### src/rtl/prt_scaler_pkg.sv
// Shared definitions for the scaler timing-generator controller:
// parameter indices, controller states and error codes.
package prt_scaler_pkg;

    localparam logic [3:0] PIX_HTOTAL  = 4'd0;
    localparam logic [3:0] PIX_HWIDTH  = 4'd1;
    localparam logic [3:0] PIX_HSTART  = 4'd2;
    localparam logic [3:0] PIX_HSW     = 4'd3;
    localparam logic [3:0] PIX_VTOTAL  = 4'd4;
    localparam logic [3:0] PIX_VHEIGHT = 4'd5;
    localparam logic [3:0] PIX_VSTART  = 4'd6;
    localparam logic [3:0] PIX_VSW     = 4'd7;

    localparam int NUM_PARAMS = 8;

    typedef enum logic [2:0] {
        ST_IDLE,
        ST_CHECK,
        ST_LOAD,
        ST_SETTLE,
        ST_SYNC,
        ST_RUN,
        ST_ERR
    } state_t;

    typedef logic [1:0] err_t;

    localparam err_t ERR_NONE = 2'd0;
    localparam err_t ERR_HCFG = 2'd1;
    localparam err_t ERR_VCFG = 2'd2;
    localparam err_t ERR_TMO  = 2'd3;

endpackage

### src/rtl/prt_scaler_lib_edge.sv
// Rising-edge detector for a registered, clock-synchronous level.
// The pulse is valid in the cycle the level is first seen high.
module prt_scaler_lib_edge (
    input  logic i_clk,
    input  logic i_rst_n,
    input  logic i_sig,
    output logic o_rise
);

    logic r_prev;

    always_ff @(posedge i_clk or negedge i_rst_n) begin
        if (!i_rst_n) begin
            r_prev <= 1'b0;
        end else begin
            r_prev <= i_sig;
        end
    end

    assign o_rise = i_sig & ~r_prev;

endmodule

### src/rtl/prt_scaler_tg_ctl.sv
// Scaler timing-generator controller: shadows and validates timing,
// streams it to the generator and starts it on a source vsync edge.
module prt_scaler_tg_ctl
    import prt_scaler_pkg::*;
#(
    parameter int P_PPC    = 4,
    parameter int P_SETTLE = 4,
    parameter int P_TMO    = 2000000
) (
    input  logic        CLK_IN,
    input  logic        RST_N_IN,
    input  logic [3:0]  CFG_IDX_IN,
    input  logic [15:0] CFG_DAT_IN,
    input  logic        CFG_WR_IN,
    input  logic        CMD_START_IN,
    input  logic        CMD_STOP_IN,
    input  logic        SRC_VS_IN,
    output logic [3:0]  VPS_IDX_OUT,
    output logic [15:0] VPS_DAT_OUT,
    output logic        VPS_VLD_OUT,
    output logic        CTL_RUN_OUT,
    output logic        STA_BUSY_OUT,
    output logic        STA_LOCK_OUT,
    output logic [1:0]  STA_ERR_OUT
);

    localparam int CW = $clog2(P_TMO + 1);
    localparam logic [CW-1:0] CNT_MAX  = CW'(P_TMO);
    localparam logic [CW-1:0] TMO_LAST = CW'(P_TMO - 1);
    localparam logic [CW-1:0] SET_LAST = CW'(P_SETTLE - 1);
    localparam logic [15:0]   PPC_MASK = 16'(P_PPC - 1);

    logic [15:0]   r_sh [NUM_PARAMS];
    state_t        r_state;
    err_t          r_err;
    logic [CW-1:0] r_cnt;
    logic [2:0]    r_idx;
    logic          r_vs;
    logic [3:0]    r_vps_idx;
    logic [15:0]   r_vps_dat;
    logic          r_vps_vld;
    logic          r_run;
    logic          r_busy;
    logic          r_lock;

    state_t        w_nxt;
    err_t          w_err;
    logic [2:0]    w_idx;
    logic          w_vs_rise;
    logic          w_herr;
    logic          w_verr;
    logic          w_wr_ok;

    always_ff @(posedge CLK_IN or negedge RST_N_IN) begin
        if (!RST_N_IN) begin
            r_vs <= 1'b0;
        end else begin
            r_vs <= SRC_VS_IN;
        end
    end

    prt_scaler_lib_edge u_vs_edge (
        .i_clk   (CLK_IN),
        .i_rst_n (RST_N_IN),
        .i_sig   (r_vs),
        .o_rise  (w_vs_rise)
    );

    // P_PPC is a power of two, so the modulo reduces to a low-bit mask
    assign w_herr = (r_sh[PIX_HWIDTH] > r_sh[PIX_HTOTAL])
                 || ((r_sh[PIX_HTOTAL] & PPC_MASK) != 16'd0)
                 || (r_sh[PIX_HTOTAL] == 16'd0);
    assign w_verr = (r_sh[PIX_VHEIGHT] > r_sh[PIX_VTOTAL])
                 || (r_sh[PIX_VTOTAL] == 16'd0);

    assign w_wr_ok = CFG_WR_IN && !CFG_IDX_IN[3]
                  && (r_state == ST_IDLE
                   || r_state == ST_RUN
                   || r_state == ST_ERR);

    always_ff @(posedge CLK_IN or negedge RST_N_IN) begin
        if (!RST_N_IN) begin
            for (int i = 0; i < NUM_PARAMS; i++) begin
                r_sh[i] <= 16'd0;
            end
        end else if (w_wr_ok) begin
            r_sh[CFG_IDX_IN[2:0]] <= CFG_DAT_IN;
        end
    end

    always_comb begin
        w_nxt = r_state;
        w_err = r_err;
        if (CMD_STOP_IN) begin
            w_nxt = ST_IDLE;
            w_err = ERR_NONE;
        end else begin
            unique case (r_state)
                ST_IDLE: begin
                    if (CMD_START_IN) w_nxt = ST_CHECK;
                end
                ST_CHECK: begin
                    if (w_herr) begin
                        w_nxt = ST_ERR;
                        w_err = ERR_HCFG;
                    end else if (w_verr) begin
                        w_nxt = ST_ERR;
                        w_err = ERR_VCFG;
                    end else begin
                        w_nxt = ST_LOAD;
                    end
                end
                ST_LOAD: begin
                    if (r_idx == 3'd7) w_nxt = ST_SETTLE;
                end
                ST_SETTLE: begin
                    if (r_cnt == SET_LAST) w_nxt = ST_SYNC;
                end
                ST_SYNC: begin
                    if (w_vs_rise) begin
                        w_nxt = ST_RUN;
                    end else if (r_cnt == TMO_LAST) begin
                        w_nxt = ST_ERR;
                        w_err = ERR_TMO;
                    end
                end
                ST_RUN: begin
                    if (CMD_START_IN) w_nxt = ST_CHECK;
                end
                ST_ERR: begin
                    if (CMD_START_IN) begin
                        w_nxt = ST_CHECK;
                        w_err = ERR_NONE;
                    end
                end
                default: begin
                    w_nxt = ST_IDLE;
                    w_err = ERR_NONE;
                end
            endcase
        end
    end

    assign w_idx = (r_state == ST_LOAD) ? r_idx + 3'd1 : 3'd0;

    // Outputs are registered from the next state so they align with it
    always_ff @(posedge CLK_IN or negedge RST_N_IN) begin
        if (!RST_N_IN) begin
            r_state   <= ST_IDLE;
            r_err     <= ERR_NONE;
            r_cnt     <= '0;
            r_idx     <= 3'd0;
            r_vps_vld <= 1'b0;
            r_vps_idx <= 4'd0;
            r_vps_dat <= 16'd0;
            r_run     <= 1'b0;
            r_busy    <= 1'b0;
            r_lock    <= 1'b0;
        end else begin
            r_state <= w_nxt;
            r_err   <= w_err;
            r_idx   <= w_idx;
            if (w_nxt != r_state) begin
                r_cnt <= '0;
            end else if (r_cnt != CNT_MAX) begin
                r_cnt <= r_cnt + CW'(1);
            end
            r_vps_vld <= (w_nxt == ST_LOAD);
            r_vps_idx <= (w_nxt == ST_LOAD) ? {1'b0, w_idx} : 4'd0;
            r_vps_dat <= (w_nxt == ST_LOAD) ? r_sh[w_idx] : 16'd0;
            r_run     <= (w_nxt == ST_RUN);
            r_lock    <= (w_nxt == ST_RUN);
            r_busy    <= (w_nxt == ST_CHECK) || (w_nxt == ST_LOAD)
                      || (w_nxt == ST_SETTLE) || (w_nxt == ST_SYNC);
        end
    end

    assign VPS_IDX_OUT  = r_vps_idx;
    assign VPS_DAT_OUT  = r_vps_dat;
    assign VPS_VLD_OUT  = r_vps_vld;
    assign CTL_RUN_OUT  = r_run;
    assign STA_BUSY_OUT = r_busy;
    assign STA_LOCK_OUT = r_lock;
    assign STA_ERR_OUT  = r_err;

endmodule
### config.mk
export PLATFORM = sky130hd
export DESIGN_NAME = prt_scaler_tg_ctl
export DESIGN_NICKNAME = d
export VERILOG_FILES = /design/src/rtl/prt_scaler_pkg.sv /design/src/rtl/prt_scaler_lib_edge.sv /design/src/rtl/prt_scaler_tg_ctl.sv
export SDC_FILE = /design/constraint.sdc
export NUM_CORES = 1
export LEC_CHECK = 0
export CAP_MARGIN = 5
export CORE_MARGIN = 2
export CORE_UTILIZATION = 50
export CTS_BUF_LIST = sky130_fd_sc_hd__clkbuf_8
export CTS_CLUSTER_SIZE = 20
export DETAILED_ROUTE_END_ITERATION = 8
export HOLD_SLACK_MARGIN = 0.12
export PLACE_DENSITY = 0.68
export SLEW_MARGIN = 10
export SYNTH_ARGS = -nofsm -noshare
export SYNTH_HDL_FRONTEND = slang
export SYNTH_SLANG_ARGS = --single-unit
### constraint.sdc
create_clock -name CLK_IN -period 6.56 [get_ports CLK_IN]
set_input_delay 1.312 -clock CLK_IN [delete_from_list [all_inputs] [get_ports CLK_IN]]
set_output_delay 1.312 -clock CLK_IN [all_outputs]
set_load 0.05 [all_outputs]
==> results of run 1 <==
## area by class of cell
class,instances,area share
Sequential cell,181,0.4328
Multi-Input combinational cell,559,0.4308
Timing Repair Buffer,60,0.05511
Clock buffer,23,0.03025
Tap cell,234,0.02797
Inverter,40,0.01435
Clock inverter,9,0.008727
## stage by stage
stage	cells	setup slack [ns]	utilization	area, um2
2_1_floorplan	829	3.848	-	9497
3_3_place_gp	1074	2.828	0.5395	10060
3_5_place_dp	1074	2.749	0.5395	10060
4_1_cts	1106	3.170	0.5614	10470
5_1_grt	1106	2.981	0.5614	10470
6_report	1106	3.218	0.5614	10470
## path summary, 6_finish.rpt
path / start / end / slack (ns)
min reg2reg: r_vs$_DFF_PN0_ / u_vs_edge.r_prev$_DFF_PN0_ / 0.38
max in group asynchronous: RST_N_IN / VPS_IDX_OUT[1]$_DFF_PN0_ / 4.51
min: r_vs$_DFF_PN0_ / u_vs_edge.r_prev$_DFF_PN0_ / 0.38
min in group asynchronous: RST_N_IN / r_state[1]$_DFF_PN0_ / 0.80
max reg2reg: r_sh[125]$_DFFE_PN0P_ / VPS_IDX_OUT[1]$_DFF_PN0_ / 3.22
max: r_sh[125]$_DFFE_PN0P_ / VPS_IDX_OUT[1]$_DFF_PN0_ / 3.22
## registers in the layout, summed over array words and instances (netlist names)
name and flops:
STA_BUSY_OUT 1, VPS_IDX_OUT 3, STA_ERR_OUT 2, r_vs 1
r_sh 128, VPS_DAT_OUT 16, VPS_VLD_OUT 1, STA_LOCK_OUT 1
r_cnt 21, r_state 3, u_vs_edge.r_prev 1, r_idx 3
## kinds of logic after synthesis
family	after synthesis
buffers and inverters	89
AOI/OAI and AO/OA	115
xor gates and xnor gates	21
and+or+nand+nor	255
adders and majority gates	36
other	1
DFF	181
muxes	131
## power groups by stage
| stage | registers [mW] | clock network, mW | logic (mW) |
|---|---|---|---|
| floorplan | 1.90 | 0 | 1.52 |
| CTS | 1.93 | 0.799 | 1.97 |
| detailed placement | 1.95 | 0 | 1.96 |
| global placement | 1.94 | 0 | 1.92 |
| finish | 1.94 | 0.783 | 1.96 |
| global route | 1.99 | 0.842 | 2.17 |
## Yosys cell counts (all sizes together), types with 7 or more instances
cell type | instances | area share
a21oi | 18 | 0.0095
a221oi | 30 | 0.028
a31oi | 19 | 0.014
and3 | 8 | 0.0053
buf | 30 | 0.025
clkbuf | 19 | 0.0086
dfrtp | 181 | 0.48
ha | 36 | 0.047
inv | 39 | 0.015
mux2 | 130 | 0.15
nand2 | 76 | 0.030
nand3 | 30 | 0.016
nand4 | 10 | 0.0072
nor2 | 40 | 0.021
nor3 | 45 | 0.036
nor3b | 7 | 0.0090
nor4 | 13 | 0.0099
o211ai | 16 | 0.013
o21ai | 9 | 0.0047
xnor2 | 8 | 0.0074
xor2 | 13 | 0.012
## metal layers
| layer | track usage | part of all wire |
|---|---|---|
| met5 | 0 | 0 |
| met2 | 0.3715 | 0.48 |
| met3 | 0.03949 | 0.027 |
| met4 | 0.06421 | 0.017 |
| met1 | 0.3106 | 0.47 |
## worst max-delay path, delay by kind of cell (launching register included)
kind	cells	cell delay (ns)
AOI/OAI and AO/OA	5	1.40
adders and majority gates	1	0.29
buffers and inverters	1	0.06
DFF	1	0.41
and+or+nand+nor	2	1.07
==> flow_summary.json, run 1 <==
{
  "grt_overflow": 0,
  "synth_adder_area_share": 0.04743,
  "synth_xor_area_frac": 0.01937,
  "synthFlopType": "dfrtp_1",
  "critical_path_required_ns": 6.92,
  "power_switching_mw": 1.879,
  "cp_slowest_cell": "nand4_2",
  "synth_area_mm2": 0.009497,
  "status": "complete, no violations",
  "fill_cells": 1610,
  "final-setup-viol-count": 0,
  "critPathKind": "reg2reg",
  "multi_input_area_mm2": 0.004509,
  "clk_pin_slew_worst_paths_ns": 0.09,
  "postSynth.asyncResetShare": 1.000,
  "dr_total_vias": 6490,
  "syn-num-nets": 891,
  "seqPwrFrac": 0.414,
  "antenna_found_initial": 0,
  "die_area_mm2": 0.02011,
  "crit_top_cell": "a21o_1",
  "area_growth_syn_to_layout_pct": 10.21,
  "synth_cell_types": 65,
  "final_common_cell": "dfrtp_1",
  "io_buffers": 50,
  "num_rows": 50,
  "p_clk_frac": 0.167,
  "viasPerCell": 5.868,
  "intPower_mw": 2.799,
  "drv_slew": 0,
  "crit_fanout": 20,
  "numCtsBuffers": 17,
  "core_area_mm2": 0.01864,
  "initial_core_util": 0.5094,
  "finalNetCount": 921,
  "power_mw": 4.677,
  "io_pins": 52,
  "synth-seq-cells": 181,
  "track_usage": 0.2261,
  "drt-initial-drc-count": 364,
  "fin_hold_ws_ns": 0.3765,
  "clk_latency_ns": 0.47,
  "drt-total-wl_um": 21600,
  "fin_setup_tns_ns": 0,
  "synth-compound-area-share": 0.09394,
  "post_cts.repair.setup_buffers": 0,
  "wl_per_cell_um": 19.53,
  "ys_warn_count": 0,
  "cts_max_level": 4,
  "drtPass1Iterations": 5,
  "final_cell_mix": "dfrtp_1 (181), mux2_2 (118), nand2_1 (75), clkdlybuf4s50_1 (49), inv_1 (39)",
  "crit_chain": "inv_1, ha_1, a21o_1, a21o_1, a2111o_1, o31a_1, o31ai_4, nand4_2, nor2_2",
  "cts_tree": "yes",
  "min_path_cells": 0,
  "cap_viol_max_count": 0,
  "gp_congestion": 0.8560,
  "slowest_delay_ns": 0.77,
  "switching_share": 0.4017,
  "die_w_um": 141.8,
  "hold_viol_final": 0,
  "synthSimpleGateAreaFrac": 0.1576,
  "fin_skew_ns": 0.01649,
  "vdd.ir_drop.worst_uv": 224.5,
  "grt_pass1_vias": 6466,
  "avgSynthCellArea_um2": 11.46,
  "synthCells": 829,
  "grt_max_degree": 66,
  "worst_slew_pin_slew_ns": 1.151,
  "cp-start-kind": "flop",
  "synthMuxAreaShare": 0.1552,
  "dpl.hpwl_um": 14210,
  "ctsHoldBuffers": 0,
  "ctsResizeCount": 0,
  "relSlewSlack": 0.2317,
  "ctsLongestPathBuffers": 2,
  "max_freq_mhz": 299.2,
  "rsz0062_at_grt": "no",
  "fin_crit_ns": 3.342,
  "yosysSeqAreaShare": 0.4769,
  "die_h_um": 141.8,
  "combPwrFrac": 0.419,
  "r2r_cells": 9,
  "hold_path.class": "reg2reg",
  "drive_above_1_share": 0.2546,
  "leakage_nw": 4.587,
  "cp-end-kind": "flop",
  "drcViolationCount": 0,
  "synth-edff-count": 0,
  "cp.arrival_ns": 3.71,
  "synth_top_family_by_area": "simple AND/OR/NAND/NOR gates",
  "ant_nets": 0,
  "p_per_area_mw_per_mm2": 446.9,
  "antenna_cells": 0,
  "period_share": 0.5094,
  "cts-root-buf": "clkbuf_8",
  "clkSinkCount": 181,
  "seq_area_mm2": 0.004529,
  "grt_pass1_wl_um": 35330
}
No activity file was read; power rests on OpenSTA's default activity.
==> run 2, diff against run 1 <==
--- a/config.mk
+++ b/config.mk
@@ -12,7 +12,7 @@
 export CTS_CLUSTER_SIZE = 20
 export DETAILED_ROUTE_END_ITERATION = 8
 export HOLD_SLACK_MARGIN = 0.12
-export PLACE_DENSITY = 0.68
+export PLACE_DENSITY = 0.7
 export SLEW_MARGIN = 10
 export SYNTH_ARGS = -nofsm -noshare
 export SYNTH_HDL_FRONTEND = slang
==> constraint.sdc (replaced) <==
create_clock -name CLK_IN -period 2.7 [get_ports CLK_IN]
set_input_delay 0.54 -clock CLK_IN [delete_from_list [all_inputs] [get_ports CLK_IN]]
set_output_delay 0.54 -clock CLK_IN [all_outputs]
set_load 0.05 [all_outputs]
==> run 2 against run 1 <==
Effect of this change: the flow now finishes with violations (negative setup slack); clock-buffer cell count shrank 4; global-route usage rose by 0.55 points; clock power grew to 2.5 times the previous value; fmax rose by 21%; clock skew is 0.0027 ns higher; sequential cell count did not move; register-to-register slack lost 3.3 ns; non-clock buffer count up 47; critical path type unchanged; highest routed layer unchanged.
==> flow_summary.json, run 2 (synthesis gave the netlist of run 1 again) <==
{
  "gp_congestion": 0.8445,
  "dpl.hpwl_um": 14710,
  "grt_overflow": 0,
  "grt_pass1_wl_um": 36020,
  "ctsLongestPathBuffers": 2,
  "relSlewSlack": 0.5523,
  "antenna_found_initial": 0,
  "drtPass1Iterations": 5,
  "dr_total_vias": 6811,
  "io_buffers": 50,
  "die_area_mm2": 0.02011,
  "r2r_cells": 12,
  "grt_use_met2": 0.3820,
  "hold-path-endpoint": "u_vs_edge.r_prev$_DFF_PN0_",
  "max_freq_mhz": 361.8,
  "worst_slew_pin_slew_ns": 0.6700,
  "ant_nets": 0,
  "clkSinkCount": 181,
  "fin_crit_ns": 2.764,
  "rrSetupSlack_ns": -0.06,
  "drv_slew": 0,
  "clk_latency_ns": 0.47,
  "cap_viol_max_count": 0,
  "final_util": 0.5975,
  "critical_path_required_ns": 3.09,
  "p_per_area_mw_per_mm2": 1108,
  "track_usage": 0.2316,
  "hold_viol_final": 0,
  "area_growth_syn_to_layout_pct": 17.30,
  "final-setup-viol-count": 19,
  "die_h_um": 141.8,
  "hold_start": "r_vs$_DFF_PN0_",
  "cts_tree": "yes",
  "cp-start-kind": "flop",
  "initial_core_util": 0.5094,
  "period_share": 1.024,
  "drive_above_1_share": 0.2966,
  "largest-register": "r_sh",
  "cts-root-buf": "clkbuf_8",
  "dp_cells": 1110,
  "stdcell_count": 1151,
  "use_met1": 0.3152,
  "rr_endpoint": "VPS_IDX_OUT[0]$_DFF_PN0_",
  "min_path_cells": 0,
  "viasPerCell": 5.917,
  "antenna_cells": 0,
  "grt_use_met3": 0.04185,
  "critPathKind": "reg2reg",
  "drcViolationCount": 0,
  "grt_max_degree": 64,
  "drt-initial-drc-count": 449,
  "die_w_um": 141.8,
  "power_mw": 12.34,
  "wl_per_cell_um": 19.96,
  "leakage_nw": 4.901,
  "final_cell_mix": "dfrtp_1 (181), mux2_2 (118), nand2_1 (75), clkdlybuf4s50_1 (49), buf_4 (39)",
  "violations": "negative setup slack",
  "numCtsBuffers": 17,
  "finalNetCount": 968,
  "num_rows": 50,
  "grt_pass1_vias": 6794,
  "io_pins": 52,
  "cp.arrival_ns": 3.16,
  "drt-total-wl_um": 22970,
  "grt.busiest_layer": "met2",
  "status": "complete, but fails checks",
  "vdd.ir_drop.worst_uv": 533.4,
  "largest_reg_flops": 128,
  "reg2reg_from": "r_sh[37]$_DFFE_PN0P_",
  "setup_ws_ns": -0.06375,
  "fin_skew_ns": 0.01921,
  "cp-end-kind": "flop",
  "core_area_mm2": 0.01864,
  "crit_fanout": 5,
  "hold_path.class": "reg2reg",
  "cts_max_level": 4,
  "clk_pin_slew_worst_paths_ns": 0.10,
  "fin_area_mm2": 0.01114,
  "post_dp_cell_area_mm2": 0.01049,
  "final_common_cell": "dfrtp_1",
  "rsz0062_at_grt": "yes"
}
[run 2: cell types whose count changed in the layout (fill, tap and decap cells not counted), sizes merged]
cell         previous run  this run
clkbuf                 23        21
dlygate4sd3             0         1
clkinvlp                2         3
bufinv                  1         3
inv                    43        42
buf                    11        55
[run 2: cell type report]
cell class,count,area [um2]
Fill cell,1539,7503
Clock buffer,19,261.5
Clock inverter,11,148.9
Timing Repair Buffer,107,1137
Sequential cell,181,4529
Tap cell,234,292.8
Multi-Input combinational cell,559,4619
Inverter,40,150.1
[run 2: through the flow]
stage          hold slack (ns)  worst slack (ns)  setup TNS [ns]
2_1_floorplan           0.2444            0.2926               0
4_1_cts                 0.3982           0.01157               0
5_1_grt                 0.4292           -0.1657          -4.010
3_5_place_dp            0.3679          0.008989               0
6_report                0.3984          -0.06375         -0.7584
3_3_place_gp            0.3608           0.05704               0
[run 2: critical path: stages (launching register included)]
cell	delay, ns
dfrtp_1	0.42
ha_1	0.32
nand4_1	0.15
nor4_2	0.33
buf_4	0.16
nor3b_2	0.14
buf_4	0.13
a31oi_4	0.03
buf_6	0.14
o31ai_4	0.30
nand4_4	0.22
clkbuf_16	0.25
nor2_4	0.08
[run 2: where the power goes]
part	internal, mW	total [mW]	switching, mW	leakage [nW]
logic	2.66	5.77	3.10	2.36
registers	3.80	4.61	0.805	2.34
clock network	0.960	1.97	1.01	0.201
[run 2: worst max-delay path by stage]
stage	startpoint	end	slack (ns)	cells after the start
final	r_sh[37]$_DFFE_PN0P_	VPS_IDX_OUT[0]$_DFF_PN0_	-0.06	12
after detailed placement	r_sh[127]$_DFFE_PN0P_	r_cnt[15]$_DFFE_PN0P_	0.009	10
after global placement	r_sh[127]$_DFFE_PN0P_	r_cnt[8]$_DFFE_PN0P_	0.06	10
after floorplan	r_sh[125]$_DFFE_PN0P_	VPS_DAT_OUT[6]$_DFF_PN0_	0.29	10
after CTS	r_sh[63]$_DFFE_PN0P_	VPS_DAT_OUT[12]$_DFF_PN0_	0.01	13
after global routing	r_sh[54]$_DFFE_PN0P_	VPS_DAT_OUT[7]$_DFF_PN0_	-0.17	13
[run 2: layer usage]
| layer | wire (um) | part of all wire |
|---|---|---|
| met5 | 0 | 0 |
| met4 | 386 | 0.017 |
| met3 | 968 | 0.042 |
| met2 | 11250 | 0.49 |
| met1 | 10370 | 0.45 |
[run 2: repair_timing]
action,CTS,global route
gates cloned,0,3
endpoints found under the hold margin,36,0
hold buffers,1,0
endpoints found under the setup margin,10,42
buffers inserted,0,7
resized for setup,0,20
pin swaps,1,18
